### src/rtl/cam_init_seq.sv
// Camera sensor bring-up sequencer: sequences power/reset pins, then walks a ROM
// table of SCCB writes, read-back verified writes and delays until END or the last entry.
module cam_init_seq #(
    parameter int ADDR_W     = 8,
    parameter int DEPTH      = 256,
    parameter int T_PWR      = 50000,
    parameter int T_RST      = 50000,
    parameter int T_BOOT     = 150000,
    parameter int DLY_UNIT   = 50000,
    parameter int MAX_RETRY  = 3,
    parameter bit AUTO_START = 1'b1,
    localparam int IW        = $clog2(DEPTH),
    localparam int EW        = 2 + ADDR_W + 8
) (
    input  logic              clk,
    input  logic              rst_n,
    input  logic              start,
    output logic [IW-1:0]     tbl_idx,
    input  logic [EW-1:0]     tbl_entry,
    output logic              bus_start,
    output logic              bus_rd,
    output logic [ADDR_W-1:0] bus_addr,
    output logic [7:0]        bus_wdata,
    input  logic              bus_busy,
    input  logic              bus_done,
    input  logic [7:0]        bus_rdata,
    output logic              cam_pwdn,
    output logic              cam_resetb,
    output logic              init_done,
    output logic              init_err,
    output logic [IW-1:0]     err_idx,
    output logic              busy
);

    localparam int            RW        = $clog2(MAX_RETRY + 2);
    localparam logic [RW-1:0] RETRY_MAX = RW'(MAX_RETRY);
    localparam logic [IW-1:0] LAST_IDX  = IW'(DEPTH - 1);
    localparam logic [31:0]   PWR_LAST  = 32'(T_PWR - 1);
    localparam logic [31:0]   RST_LAST  = 32'(T_RST - 1);
    localparam logic [31:0]   BOOT_LAST = 32'(T_BOOT - 1);
    localparam logic [31:0]   DLY_LEN   = 32'(DLY_UNIT);

    localparam logic [1:0] OP_WRITE   = 2'b00;
    localparam logic [1:0] OP_DELAY   = 2'b01;
    localparam logic [1:0] OP_END     = 2'b10;
    localparam logic [1:0] OP_WVERIFY = 2'b11;

    typedef enum logic [3:0] {
        ST_IDLE, ST_PWR, ST_RST, ST_BOOT, ST_FETCH, ST_DECODE, ST_ISSUE,
        ST_WAIT_BUS, ST_RD_ISSUE, ST_RD_WAIT, ST_DELAY, ST_DONE, ST_ERROR
    } state_e;

    state_e              state_r, state_n;
    logic [31:0]         cnt_r, cnt_n;
    logic [IW-1:0]       tbl_idx_r, tbl_idx_n;
    logic [RW-1:0]       retry_r, retry_n;
    logic [1:0]          op_r, op_n;
    logic [7:0]          data_r, data_n;
    logic                armed_r;
    logic                start_meta_r, start_sync_r, start_prev_r;
    logic                bus_start_r, bus_start_n;
    logic                bus_rd_r, bus_rd_n;
    logic [ADDR_W-1:0]   bus_addr_r, bus_addr_n;
    logic [7:0]          bus_wdata_r, bus_wdata_n;
    logic                cam_pwdn_r, cam_pwdn_n;
    logic                cam_resetb_r, cam_resetb_n;
    logic                init_done_r, init_done_n;
    logic                init_err_r, init_err_n;
    logic [IW-1:0]       err_idx_r, err_idx_n;
    logic                busy_r, busy_n;
    logic                trig_s;
    logic                step_s;
    logic [31:0]         dly_len_s;

    assign trig_s    = start_sync_r ^ start_prev_r;
    assign dly_len_s = {24'd0, data_r} * DLY_LEN;

    // Next-state, counters and registered-output next values
    always_comb begin
        state_n     = state_r;
        cnt_n       = cnt_r;
        tbl_idx_n   = tbl_idx_r;
        retry_n     = retry_r;
        op_n        = op_r;
        data_n      = data_r;
        bus_start_n = 1'b0;
        bus_rd_n    = bus_rd_r;
        bus_addr_n  = bus_addr_r;
        bus_wdata_n = bus_wdata_r;
        init_done_n = init_done_r;
        init_err_n  = init_err_r;
        err_idx_n   = err_idx_r;
        step_s      = 1'b0;

        case (state_r)
            ST_IDLE: begin
                if (armed_r) begin
                    state_n = ST_PWR;
                    cnt_n   = 32'd0;
                end else begin
                    state_n = ST_IDLE;
                end
            end
            ST_PWR: begin
                if (cnt_r == PWR_LAST) begin
                    state_n = ST_RST;
                    cnt_n   = 32'd0;
                end else begin
                    cnt_n = cnt_r + 32'd1;
                end
            end
            ST_RST: begin
                if (cnt_r == RST_LAST) begin
                    state_n = ST_BOOT;
                    cnt_n   = 32'd0;
                end else begin
                    cnt_n = cnt_r + 32'd1;
                end
            end
            ST_BOOT: begin
                if (cnt_r == BOOT_LAST) begin
                    state_n = ST_FETCH;
                    cnt_n   = 32'd0;
                end else begin
                    cnt_n = cnt_r + 32'd1;
                end
            end
            ST_FETCH: begin
                state_n = ST_DECODE;
            end
            ST_DECODE: begin
                op_n   = tbl_entry[EW-1 -: 2];
                data_n = tbl_entry[7:0];
                case (tbl_entry[EW-1 -: 2])
                    OP_WRITE, OP_WVERIFY: begin
                        bus_addr_n  = tbl_entry[ADDR_W+7:8];
                        bus_wdata_n = tbl_entry[7:0];
                        state_n     = ST_ISSUE;
                    end
                    OP_DELAY: begin
                        cnt_n   = 32'd0;
                        state_n = ST_DELAY;
                    end
                    OP_END: begin
                        init_done_n = 1'b1;
                        state_n     = ST_DONE;
                    end
                    default: begin
                        state_n = ST_ERROR;
                    end
                endcase
            end
            ST_ISSUE: begin
                if (!bus_busy) begin
                    bus_start_n = 1'b1;
                    bus_rd_n    = 1'b0;
                    state_n     = ST_WAIT_BUS;
                end else begin
                    state_n = ST_ISSUE;
                end
            end
            ST_WAIT_BUS: begin
                if (bus_done && op_r == OP_WVERIFY) begin
                    state_n = ST_RD_ISSUE;
                end else if (bus_done) begin
                    step_s = 1'b1;
                end else begin
                    state_n = ST_WAIT_BUS;
                end
            end
            ST_RD_ISSUE: begin
                if (!bus_busy) begin
                    bus_start_n = 1'b1;
                    bus_rd_n    = 1'b1;
                    state_n     = ST_RD_WAIT;
                end else begin
                    state_n = ST_RD_ISSUE;
                end
            end
            ST_RD_WAIT: begin
                if (!bus_done) begin
                    state_n = ST_RD_WAIT;
                end else if (bus_rdata == data_r) begin
                    retry_n = '0;
                    step_s  = 1'b1;
                end else if (retry_r < RETRY_MAX) begin
                    retry_n = retry_r + 1'b1;
                    state_n = ST_ISSUE;
                end else begin
                    init_err_n = 1'b1;
                    err_idx_n  = tbl_idx_r;
                    state_n    = ST_ERROR;
                end
            end
            ST_DELAY: begin
                if (cnt_r == dly_len_s) begin
                    step_s = 1'b1;
                end else begin
                    cnt_n = cnt_r + 32'd1;
                end
            end
            ST_DONE, ST_ERROR: begin
                state_n = state_r;
            end
            default: begin
                state_n = ST_IDLE;
            end
        endcase

        // A completed entry either ends the table at the last index or moves to the next one
        if (step_s && tbl_idx_r == LAST_IDX) begin
            init_done_n = 1'b1;
            state_n     = ST_DONE;
        end else if (step_s) begin
            tbl_idx_n = tbl_idx_r + 1'b1;
            state_n   = ST_FETCH;
        end else begin
            tbl_idx_n = tbl_idx_n;
        end

        // Restart overrides everything; an in-flight bus transfer is left to finish on its own
        if (trig_s) begin
            state_n     = ST_PWR;
            cnt_n       = 32'd0;
            tbl_idx_n   = '0;
            retry_n     = '0;
            init_done_n = 1'b0;
            init_err_n  = 1'b0;
            bus_start_n = 1'b0;
        end else begin
            state_n = state_n;
        end

        cam_pwdn_n   = (state_n == ST_PWR);
        cam_resetb_n = !((state_n == ST_PWR) || (state_n == ST_RST));
        busy_n       = !((state_n == ST_IDLE) || (state_n == ST_DONE) || (state_n == ST_ERROR));
    end

    // State, counters, start synchroniser and registered outputs
    always_ff @(posedge clk or negedge rst_n) begin
        if (!rst_n) begin
            state_r      <= ST_IDLE;
            cnt_r        <= 32'd0;
            tbl_idx_r    <= '0;
            retry_r      <= '0;
            op_r         <= 2'b00;
            data_r       <= 8'h00;
            armed_r      <= AUTO_START;
            start_meta_r <= 1'b0;
            start_sync_r <= 1'b0;
            start_prev_r <= 1'b0;
            bus_start_r  <= 1'b0;
            bus_rd_r     <= 1'b0;
            bus_addr_r   <= '0;
            bus_wdata_r  <= 8'h00;
            cam_pwdn_r   <= 1'b0;
            cam_resetb_r <= 1'b1;
            init_done_r  <= 1'b0;
            init_err_r   <= 1'b0;
            err_idx_r    <= '0;
            busy_r       <= 1'b0;
        end else begin
            state_r      <= state_n;
            cnt_r        <= cnt_n;
            tbl_idx_r    <= tbl_idx_n;
            retry_r      <= retry_n;
            op_r         <= op_n;
            data_r       <= data_n;
            armed_r      <= 1'b0;
            start_meta_r <= start;
            start_sync_r <= start_meta_r;
            start_prev_r <= start_sync_r;
            bus_start_r  <= bus_start_n;
            bus_rd_r     <= bus_rd_n;
            bus_addr_r   <= bus_addr_n;
            bus_wdata_r  <= bus_wdata_n;
            cam_pwdn_r   <= cam_pwdn_n;
            cam_resetb_r <= cam_resetb_n;
            init_done_r  <= init_done_n;
            init_err_r   <= init_err_n;
            err_idx_r    <= err_idx_n;
            busy_r       <= busy_n;
        end
    end

    assign tbl_idx    = tbl_idx_r;
    assign bus_start  = bus_start_r;
    assign bus_rd     = bus_rd_r;
    assign bus_addr   = bus_addr_r;
    assign bus_wdata  = bus_wdata_r;
    assign cam_pwdn   = cam_pwdn_r;
    assign cam_resetb = cam_resetb_r;
    assign init_done  = init_done_r;
    assign init_err   = init_err_r;
    assign err_idx    = err_idx_r;
    assign busy       = busy_r;

endmodule
### config.mk
export PLATFORM = sky130hd
export DESIGN_NAME = cam_init_seq
export DESIGN_NICKNAME = d
export VERILOG_FILES = /design/src/rtl/cam_init_seq.sv
export SDC_FILE = /design/constraint.sdc
export NUM_CORES = 1
export LEC_CHECK = 0
export BUFFER_PORTS_ARGS = -buffer_cell sky130_fd_sc_hd__buf_2
export CAP_MARGIN = 20
export CORE_AREA = 5 5 110 112
export CTS_BUF_LIST = sky130_fd_sc_hd__clkbuf_8
export CTS_CLUSTER_SIZE = 28
export DETAILED_ROUTE_END_ITERATION = 16
export DIE_AREA = 0 0 115 117
export PLACE_DENSITY_LB_ADDON = 0.1
export SLEW_MARGIN = 20
export SYNTH_ARGS = -nofsm -noshare
export SYNTH_HDL_FRONTEND = slang
export SYNTH_SLANG_ARGS = --single-unit
### constraint.sdc
create_clock -name clk -period 7.4 [get_ports clk]
set_input_delay 0.37 -clock clk [delete_from_list [all_inputs] [get_ports clk]]
set_output_delay 0.37 -clock clk [all_outputs]
set_load 0.05 [all_outputs]
==> results.yml, run 1 <==
route:
  route.detailed.drc: 0
  num_vias: 6118
  first_pass_iters: 6
  viasPerCell: 6.42
  wl_mm: 18.1
  drt_iter0_drc: 590
  ant_nets: 0
  wl_per_cell_um: 19.0
critical_path:
  arrival_ps: 6260
  end_kind: "register"
  regToRegStartpoint: "data_r[6]"
  slowest_stage: "o21a_1"
  path_depth: 16
  crit_chain: "inv_1, ha_1, inv_1, ha_1, fa_1, fa_1, ha_1, a21oi_1, o21ai_0, a2111oi_0, o21ai_0, nand4b_1, or2_4, o21a_1, nor2_1, a211o_1"
  critPathBufInv: 2
  cpLargestDelayFamily: "compound AO/OA/AOI/OAI gates"
  cp_common_cell: "ha_1"
  start_kind: "register"
  critical_path_required_ps: 7670
  r2r_end: "cnt_r[19]"
  rr_worst_depth: 16
  slowest_delay_ps: 840
  cp_max_fo: 28
  worstSetupPathType: "reg -> reg"
  reg2reg_setup_slack_ps: 1410
placed_design:
  hpwlAfterDp_mm: 13.5
  place.gp.congestion: 1.01
  portBuffers: 69
sta:
  final.setup_skew_ps: 16.9
  setup_tns_ps: 0
  period_minus_slack_ps: 5990
  min_period_over_period: 0.810
  worst_pin_slew_ps: 1080
  rsz0062_at_grt: "false"
  setup_viol_count_final: 0
  slew_headroom: 0.281
  hold_viol: 0
  drv_slew: 0
  maxClockFrequency_mhz: 167
logic_synthesis:
  synth_edf_count: 0
  synth_largest_area_cell: "dfrtp_1"
  synth_seq_area_share: 0.328
  synthCells: 759
  synth_area_leaders: "dfrtp_1 32%, ha_1 11%, mux2_2 5.1%"
  synth_top_area_frac: 0.320
  ys_ff_latch: 92
  synth.most_common_cell: "dfrtp_1"
  ys.warnings.count: 0
  synth_common_cells: "90 x dfrtp_1, 59 x ha_1, 50 x inv_1, 49 x nand2_1, 43 x nor2_1"
  syn-num-nets: 861
  syn_area_mm2: 0.00703
  avgSynthCellArea_um2: 9.26
  async_flop_share: 1.00
  synth.distinct_cells: 77
  synth_top_flop_cell: "dfrtp_1"
grt:
  track_usage: 0.277
  grt_start_max_net_pins: 64
  grt_overflow: 0
  busiest_layer: "met2"
  grt_util_met1: 0.377
  grt_util_met2: 0.445
  antenna_found_initial: 0
  grt_pass1_vias: 5929
  grt_pass1_wl_mm: 29.4
  grtUsageMet3: 0.0463
floorplanning:
  start_util: 0.632
  die_x_um: 115
  die_h_um: 117
  rows: 39
  core-area_mm2: 0.0111
  pin_count: 70
  die_area_mm2: 0.0135
finish:
  layout-drive-gt1-share: 0.178
  nets: 907
  diodes: 0
  syn2layout_area_growth_pct: 8.94
pwr:
  ir_worst_vdd_mv: 0.298
  leakagePower_nw: 3.79
  p_total_w: 0.00252
  p_per_area_mw_per_mm2: 329
clock_tree:
  clock_path_buffers: 2
  h-tree-depth: 3
  tritoncts: "done"
  clkSlewWorstSetupHoldPaths_ps: 100
  numCtsBuffers: 9
  clk_latency_ps: 400
  cts_setup_buffers: 0
  root_buffer: "clkbuf_8"
  cts_num_sinks: 92
worst_hold_path:
  min-delay-path-class: "in -> reg"
  min_to: "start_meta_r"
  holdPathStages: 1
  holdCritStartpoint: "start"
run:
  max_cap_viol_count: 0
status:
  status: "finished, final reports clean"
==> report_power, final <==
part,internal [W],leakage [nW],switching (W)
clock network,0.000179,0.112,0.000192
logic,0.000631,2.46,0.000949
registers,0.000530,1.23,0.0000398
==> sequential cells by signal, summed over array words and instances (netlist names), 2 cells and up <==
name / flops
cnt_r: 32
bus_addr: 8
bus_wdata: 8
data_r: 8
err_idx: 8
tbl_idx: 8
state_r: 4
retry_r: 3
op_r: 2
==> repair_timing <==
item / in CTS / in global routing
hold endpoints to repair: 29 / 0
gates resized for setup: 0 / 0
hold buffers: 1 / 0
==> cell usage in the layout, fill, tap and decap left out, types with 3 or more instances in the layout <==
master | Yosys | final
clkbuf_8 | 0 | 11
or3_1 | 4 | 4
o31ai_1 | 4 | 4
nand4_1 | 18 | 18
nand2b_1 | 11 | 11
a31oi_1 | 4 | 4
nand3_1 | 16 | 16
dfrtp_1 | 90 | 90
a211o_1 | 5 | 5
o21ai_0 | 31 | 31
or4_1 | 3 | 3
a22o_1 | 14 | 14
and4_1 | 3 | 3
a2111oi_0 | 7 | 7
ha_1 | 59 | 59
o211ai_1 | 3 | 3
nor2b_1 | 13 | 13
nor3_1 | 24 | 24
inv_1 | 50 | 50
and2_1 | 4 | 4
mux2i_1 | 3 | 3
xor2_1 | 7 | 6
xnor2_1 | 30 | 29
o22ai_1 | 24 | 24
and3_1 | 30 | 30
fa_1 | 12 | 12
nor4_1 | 8 | 8
buf_4 | 0 | 6
nand2_1 | 49 | 49
a211oi_1 | 4 | 4
o21ai_1 | 7 | 7
mux2_2 | 32 | 32
a21o_1 | 14 | 14
a21oi_1 | 35 | 35
nor2_1 | 43 | 43
or2_2 | 3 | 3
o2111ai_1 | 6 | 6
buf_2 | 8 | 68
==> layer usage <==
| metal | wire length, um | vias to the layer above |
|---|---|---|
| met4 | 517 | 0 |
| met2 | 8720 | 242 |
| li1 | - | 2863 |
| met5 | 0 | - |
| met1 | 7750 | 2973 |
| met3 | 1140 | 40 |
==> worst reg2reg max path: stages (launching register included) <==
cell and delay [ps]:
dfrtp_1 450, inv_1 130, ha_1 320, inv_1 60, ha_1 340, fa_1 470
fa_1 480, ha_1 390, a21oi_1 310, o21ai_0 340, a2111oi_0 480, o21ai_0 150
nand4b_1 310, or2_4 220, o21a_1 840, nor2_1 220, a211o_1 350
==> metrics by stage <==
stage	instances	utilization	instance area, um2	hold slack (ps)	setup slack (ps)
floorplan	759	-	7030	74.4	2800
global placement	936	0.668	7430	331	1720
detailed placement	936	0.668	7430	334	1560
CTS	953	0.688	7660	81.9	1530
global route	953	0.688	7660	72.2	1050
finish	953	0.688	7660	88.3	1410
==> worst max path at each step <==
stage | startpoint | endpoint | slack (ps)
final | data_r[6] | cnt_r[19] | 1410
after global routing | data_r[6] | cnt_r[30] | 1050
after CTS | data_r[6] | cnt_r[30] | 1530
after detailed placement | data_r[6] | cnt_r[30] | 1560
after global placement | data_r[6] | cnt_r[19] | 1720
after floorplan | data_r[2] | cnt_r[11] | 2800
==> area by class of cell <==
| type | instances | area [um2] |
|---|---|---|
| multi-input combinational | 577 | 4370 |
| fill | 870 | 3470 |
| sequential | 92 | 2300 |
| timing repair buffer | 75 | 395 |
| inverter | 50 | 188 |
| tap | 143 | 179 |
| clock buffer | 11 | 151 |
| clock inverter | 5 | 67.6 |
==> kinds of logic (layout without fill, tap and decap cells) <==
logic type                 Yosys count  in the layout  share of synthesized area
other                                1              1                   0.000533
muxes                               35             35                     0.0555
and+or+nand+nor                    244            244                      0.186
adders and majority gates           71             71                      0.139
buffers and inverters               90            141                     0.0539
xor gates and xnor gates            37             37                     0.0461
DFF                                 92             92                      0.328
AOI/OAI and AO/OA                  189            189                      0.191
(Power assumes the default switching activity.)
==> run 2: changes to the inputs <==
Settings changed: CORE_AREA 5 5 110 112 to 5 5 113 115, DIE_AREA 0 0 115 117 to 0 0 118 120.
Clock period 7.4 ns to 6.1 ns, I/O delays scaled along.
==> run 2 against run 1 <==
Cell count is 0.52% higher. Register-to-register slack worse by 850 ps. First-iteration DRC count is 9.0% lower. Critical path depth is 1 higher. Setup slack worse by 850 ps. Count of clock-buffer cells in the layout is 2 lower. Sequential power is 21% higher. Maximum frequency is 8.1% higher. Critical endpoint unchanged. Highest routed layer unchanged.
==> results.yml, run 2 (synthesis results as in run 1) <==
finish:
  nFillCells: 1000
  multi_input_area_mm2: 0.00438
  fin_cells: 958
  largest_register_ffs: 32
  nets: 908
  layout_common_cells: "90 x dfrtp_1, 68 x buf_2, 59 x ha_1, 50 x inv_1, 49 x nand2_1"
  diodes: 0
  largest_register: "cnt_r"
  regArea_mm2: 0.00230
  layout-drive-gt1-share: 0.180
  final_common_cell: "dfrtp_1"
  syn2layout_area_growth_pct: 9.08
  final_util: 0.655
clock_tree:
  clkSlewWorstSetupHoldPaths_ps: 100
  clock_path_buffers: 2
  numCtsBuffers: 9
  h-tree-depth: 3
  root_buffer: "clkbuf_8"
  cts_setup_buffers: 0
  tritoncts: "done"
  cts_num_sinks: 92
  clk_latency_ps: 390
pwr:
  p_per_area_mw_per_mm2: 394
  power_switching_w: 0.00142
  ir_worst_vdd_mv: 0.338
  p_seq_frac: 0.229
  clkPwrFrac: 0.145
  p_total_w: 0.00302
  leakagePower_nw: 3.80
  p_int_w: 0.00160
  p_comb_frac: 0.626
  swShare: 0.469
critical_path:
  start_kind: "register"
  crit_chain: "inv_1, ha_1, ha_1, inv_1, fa_1, inv_1, fa_1, ha_1, a21oi_1, o21ai_0, a2111oi_0, o21ai_0, nand4b_1, or2_4, o21a_2, nor2_1, a211o_1"
  cpLargestDelayFamily: "compound AO/OA/AOI/OAI gates"
  slowest_stage: "o21a_2"
  regToRegStartpoint: "data_r[6]"
  r2r_end: "cnt_r[19]"
  critPathBufInv: 3
  end_kind: "register"
  critical_path_required_ps: 6380
  arrival_ps: 5820
  cp_max_fo: 28
  worstSetupPathType: "reg -> reg"
  slowest_delay_ps: 520
  rr_worst_depth: 17
  reg2reg_setup_slack_ps: 560
grt:
  busiest_layer: "met2"
  grtUsageMet3: 0.0476
  grt_util_met1: 0.349
  antenna_found_initial: 0
  track_usage: 0.256
  grt_util_met2: 0.419
  grt_overflow: 0
  grt_pass1_vias: 5935
  grt_start_max_net_pins: 83
  grt_pass1_wl_mm: 29.9
sta:
  hold_viol: 0
  setup_tns_ps: 0
  final.setup_skew_ps: 14.7
  drv_slew: 0
  rsz0062_at_grt: "false"
  slew_headroom: 0.327
  setup_viol_count_final: 0
  maxClockFrequency_mhz: 180
  period_minus_slack_ps: 5540
  min_period_over_period: 0.908
  worst_pin_slew_ps: 1010
floorplanning:
  core-area_mm2: 0.0117
  rows: 40
  die_x_um: 118
  die_h_um: 120
  die_area_mm2: 0.0142
  pin_count: 70
  start_util: 0.600
worst_hold_path:
  min-delay-path-class: "in -> reg"
  holdPathStages: 2
  min_to: "bus_addr[7]"
  holdCritStartpoint: "tbl_entry[15]"
route:
  ant_nets: 0
  first_pass_iters: 5
  viasPerCell: 6.36
  wl_mm: 18.0
  route.detailed.drc: 0
  num_vias: 6089
  drt_iter0_drc: 537
  wl_per_cell_um: 18.8
status:
  status: "finished, final reports clean"
placed_design:
  place.gp.congestion: 0.947
  hpwlAfterDp_mm: 13.5
  portBuffers: 69
  dpl.cell_count: 940
run:
  max_cap_viol_count: 0
run 2: layout make-up:
class | instances | area share
Clock buffer | 9 | 0.0162
Clock inverter | 7 | 0.0104
Inverter | 50 | 0.0245
Multi-Input combinational cell | 577 | 0.571
Sequential cell | 92 | 0.301
Tap cell | 147 | 0.0240
Timing Repair Buffer | 76 | 0.0534
run 2: what timing repair did:
item / in CTS / in global routing
gates resized for setup: 0 / 1
endpoints found under the hold margin: 10 / 1
hold buffers: 1 / 1
endpoints found under the setup margin: 0 / 19
run 2: worst max-delay path by stage:
stage / start / to / slack (ps) / cells after the start
after floorplan: data_r[2] / cnt_r[11] / 1500 / 17
after global placement: data_r[6] / cnt_r[30] / 560 / 17
after detailed placement: data_r[6] / cnt_r[19] / 290 / 17
after CTS: data_r[6] / cnt_r[19] / 300 / 17
after global routing: data_r[6] / cnt_r[10] / 230 / 17
final: data_r[6] / cnt_r[19] / 560 / 17
run 2: routing by layer:
metal,wire (um),share of wire,vias up
met5,0,0,-
met4,306,0.017,0
met3,1030,0.057,29
met2,8720,0.48,227
met1,7960,0.44,2956
li1,-,-,2877
run 2: through the flow:
stage	hold WS [ps]	area (um2)	setup slack (ps)
final	135	7670	559
after global routing	116	7670	231
after CTS	9.36	7650	301
after detailed placement	143	7440	295
after global placement	140	7430	563
after floorplan	9.41	7030	1500
run 2: worst reg2reg max path: cells and delay by family (launching register included):
family                     cells  cell delay [ps]
AOI/OAI and AO/OA              6             2160
adders and majority gates      5             1910
buffers and inverters          3              240
DFF                            1              460
and+or+nand+nor                3              660
run 2: power groups by stage:
stage          Sequential (W)  Clock [W]  Combinational (W)
2_1_floorplan        0.000738          0            0.00143
3_3_place_gp         0.000700          0            0.00186
3_5_place_dp         0.000703          0            0.00189
4_1_cts              0.000691   0.000444            0.00190
5_1_grt              0.000698   0.000474            0.00210
6_report             0.000692   0.000437            0.00189
==> run 3: changes to the inputs <==
Settings changed: PLACE_DENSITY set to 0.82, PLACE_DENSITY_LB_ADDON 0.1 to unset.
==> run 3 against run 2 <==
Register-to-register slack worse by 20 ps. First-iteration DRC count up 2.4%. Hold slack worse by 120 ps. Critical path type unchanged.
==> results.yml, run 3 (synthesis results as in run 1) <==
critical_path:
  start_kind: "register"
  crit_chain: "inv_1, ha_1, ha_1, inv_1, fa_1, inv_1, fa_1, ha_1, a21oi_1, o21ai_0, a2111oi_0, o21ai_0, nand4b_1, or2_4, o21a_1, nor2_1, a211o_1"
  critical_path_required_ps: 6380
  cp_max_fo: 28
  slowest_delay_ps: 770
  regToRegStartpoint: "data_r[6]"
  worstSetupPathType: "reg -> reg"
  slowest_stage: "o21a_1"
  crit_start: "data_r[6]"
  arrival_ps: 5840
  cpLargestDelayFamily: "compound AO/OA/AOI/OAI gates"
  critPathBufInv: 3
  end_kind: "register"
placed_design:
  portBuffers: 69
  placed_cell_area_mm2: 0.00743
  hpwlAfterDp_mm: 13.3
  place.gp.congestion: 0.950
  dp_slack_ps: 592
grt:
  grt_overflow: 0
  track_usage: 0.255
  grt_start_max_net_pins: 52
  grt_pass1_vias: 5856
  antenna_found_initial: 0
  grt_pass1_wl_mm: 29.9
worst_hold_path:
  holdCritStartpoint: "start"
  min-delay-path-class: "in -> reg"
pwr:
  leakagePower_nw: 3.79
  p_total_w: 0.00299
  p_per_area_mw_per_mm2: 391
  ir_worst_vdd_mv: 0.497
route:
  wl_met1_mm: 7.76
  wl_met2_mm: 8.51
  wl_per_cell_um: 18.7
  first_pass_iters: 5
  viasPerCell: 6.43
  num_vias: 6162
  route.detailed.drc: 0
  drt_iter0_drc: 550
  top_layer: "met4"
  dr_wl_met3_mm: 1.26
  wl_mm: 17.9
  ant_nets: 0
clock_tree:
  tritoncts: "done"
  post_cts_resized: 0
  h-tree-depth: 3
  root_buffer: "clkbuf_8"
  numCtsBuffers: 9
  clock_path_buffers: 2
  clkSlewWorstSetupHoldPaths_ps: 90
  clk_latency_ps: 390
  cts_num_sinks: 92
status:
  status: "finished, final reports clean"
run:
  max_cap_viol_count: 0
finish:
  post-route-cell-area_mm2: 0.00766
  multi_input_area_mm2: 0.00438
  syn2layout_area_growth_pct: 8.95
  nets: 909
  nFillCells: 947
  largest_register: "cnt_r"
  final_common_cell: "dfrtp_1"
  layout_common_cells: "90 x dfrtp_1, 68 x buf_2, 59 x ha_1, 50 x inv_1, 49 x nand2_1"
  largest_register_ffs: 32
  regArea_mm2: 0.00230
  diodes: 0
  layout-drive-gt1-share: 0.180
sta:
  rsz0062_at_grt: "false"
  whs_ps: 19.0
  drv_slew: 0
  maxClockFrequency_mhz: 180
  setup_viol_count_final: 0
  hold_viol: 0
  slew_headroom: 0.340
  final.setup_skew_ps: 10.6
  min_period_over_period: 0.912
  setup_tns_ps: 0
  worst_pin_slew_ps: 990
  period_minus_slack_ps: 5560
  fin_ws_ps: 536
floorplanning:
  die_x_um: 118
  start_util: 0.600
  die_area_mm2: 0.0142
  core-area_mm2: 0.0117
  die_h_um: 120
  rows: 40
  pin_count: 70
==> run 3: final timing paths <==
| kind | endpoint | slack [ps] | depth (start not counted) |
|---|---|---|---|
| min reg2reg | start_sync_r | 360 | 0 |
| max in group asynchronous | tbl_idx[7] | 4590 | 3 |
| min | start_meta_r | 20 | 1 |
| min in group asynchronous | data_r[2] | 440 | 2 |
| max | cnt_r[10] | 540 | 17 |
| max reg2reg | cnt_r[10] | 540 | 17 |
==> run 3: final cells by class <==
class                   count  share of cell area
well taps                 147              0.0240
clock buffers               9              0.0162
clock inverters             6             0.00931
inverters                  50              0.0245
repair buffers             77              0.0536
multi-input cells         577               0.571
flip-flops and latches     92               0.301
==> run 3: per-stage QoR <==
stage	instances	util
floorplan	759	-
global placement	940	0.635
detailed placement	940	0.635
CTS	956	0.652
global route	958	0.654
finish	958	0.654
==> run 3: what timing repair did <==
action,CTS,global route
hold buffers,1,0
endpoints found under the hold margin,40,0
setup endpoints to repair,0,0
buffers inserted,0,0
==> run 3: worst reg2reg max path, stage by stage, from the launching register on <==
cell and delay (ps):
dfrtp_1 450, inv_1 120, ha_1 250, ha_1 290, inv_1 60, fa_1 500, inv_1 60, fa_1 470
ha_1 390, a21oi_1 300, o21ai_0 300, a2111oi_0 420, o21ai_0 150, nand4b_1 190, or2_4 170, o21a_1 770
nor2_1 220, a211o_1 350
==> run 3: where the power goes <==
part	leakage (nW)	internal (W)	total (W)	switching (W)
clock	0.0976	0.000191	0.000426	0.000235
combinational	2.47	0.000762	0.00187	0.00111
sequential	1.23	0.000643	0.000692	0.0000494
total	3.79	0.00160	0.00299	0.00140
==> run 3: metal layers <==
| layer | vias to the layer above | GRT usage |
|---|---|---|
| met5 | - | 0 |
| met4 | 0 | 0.0846 |
| met3 | 33 | 0.0537 |
| met2 | 249 | 0.403 |
| met1 | 2997 | 0.350 |
| li1 | 2883 | - |
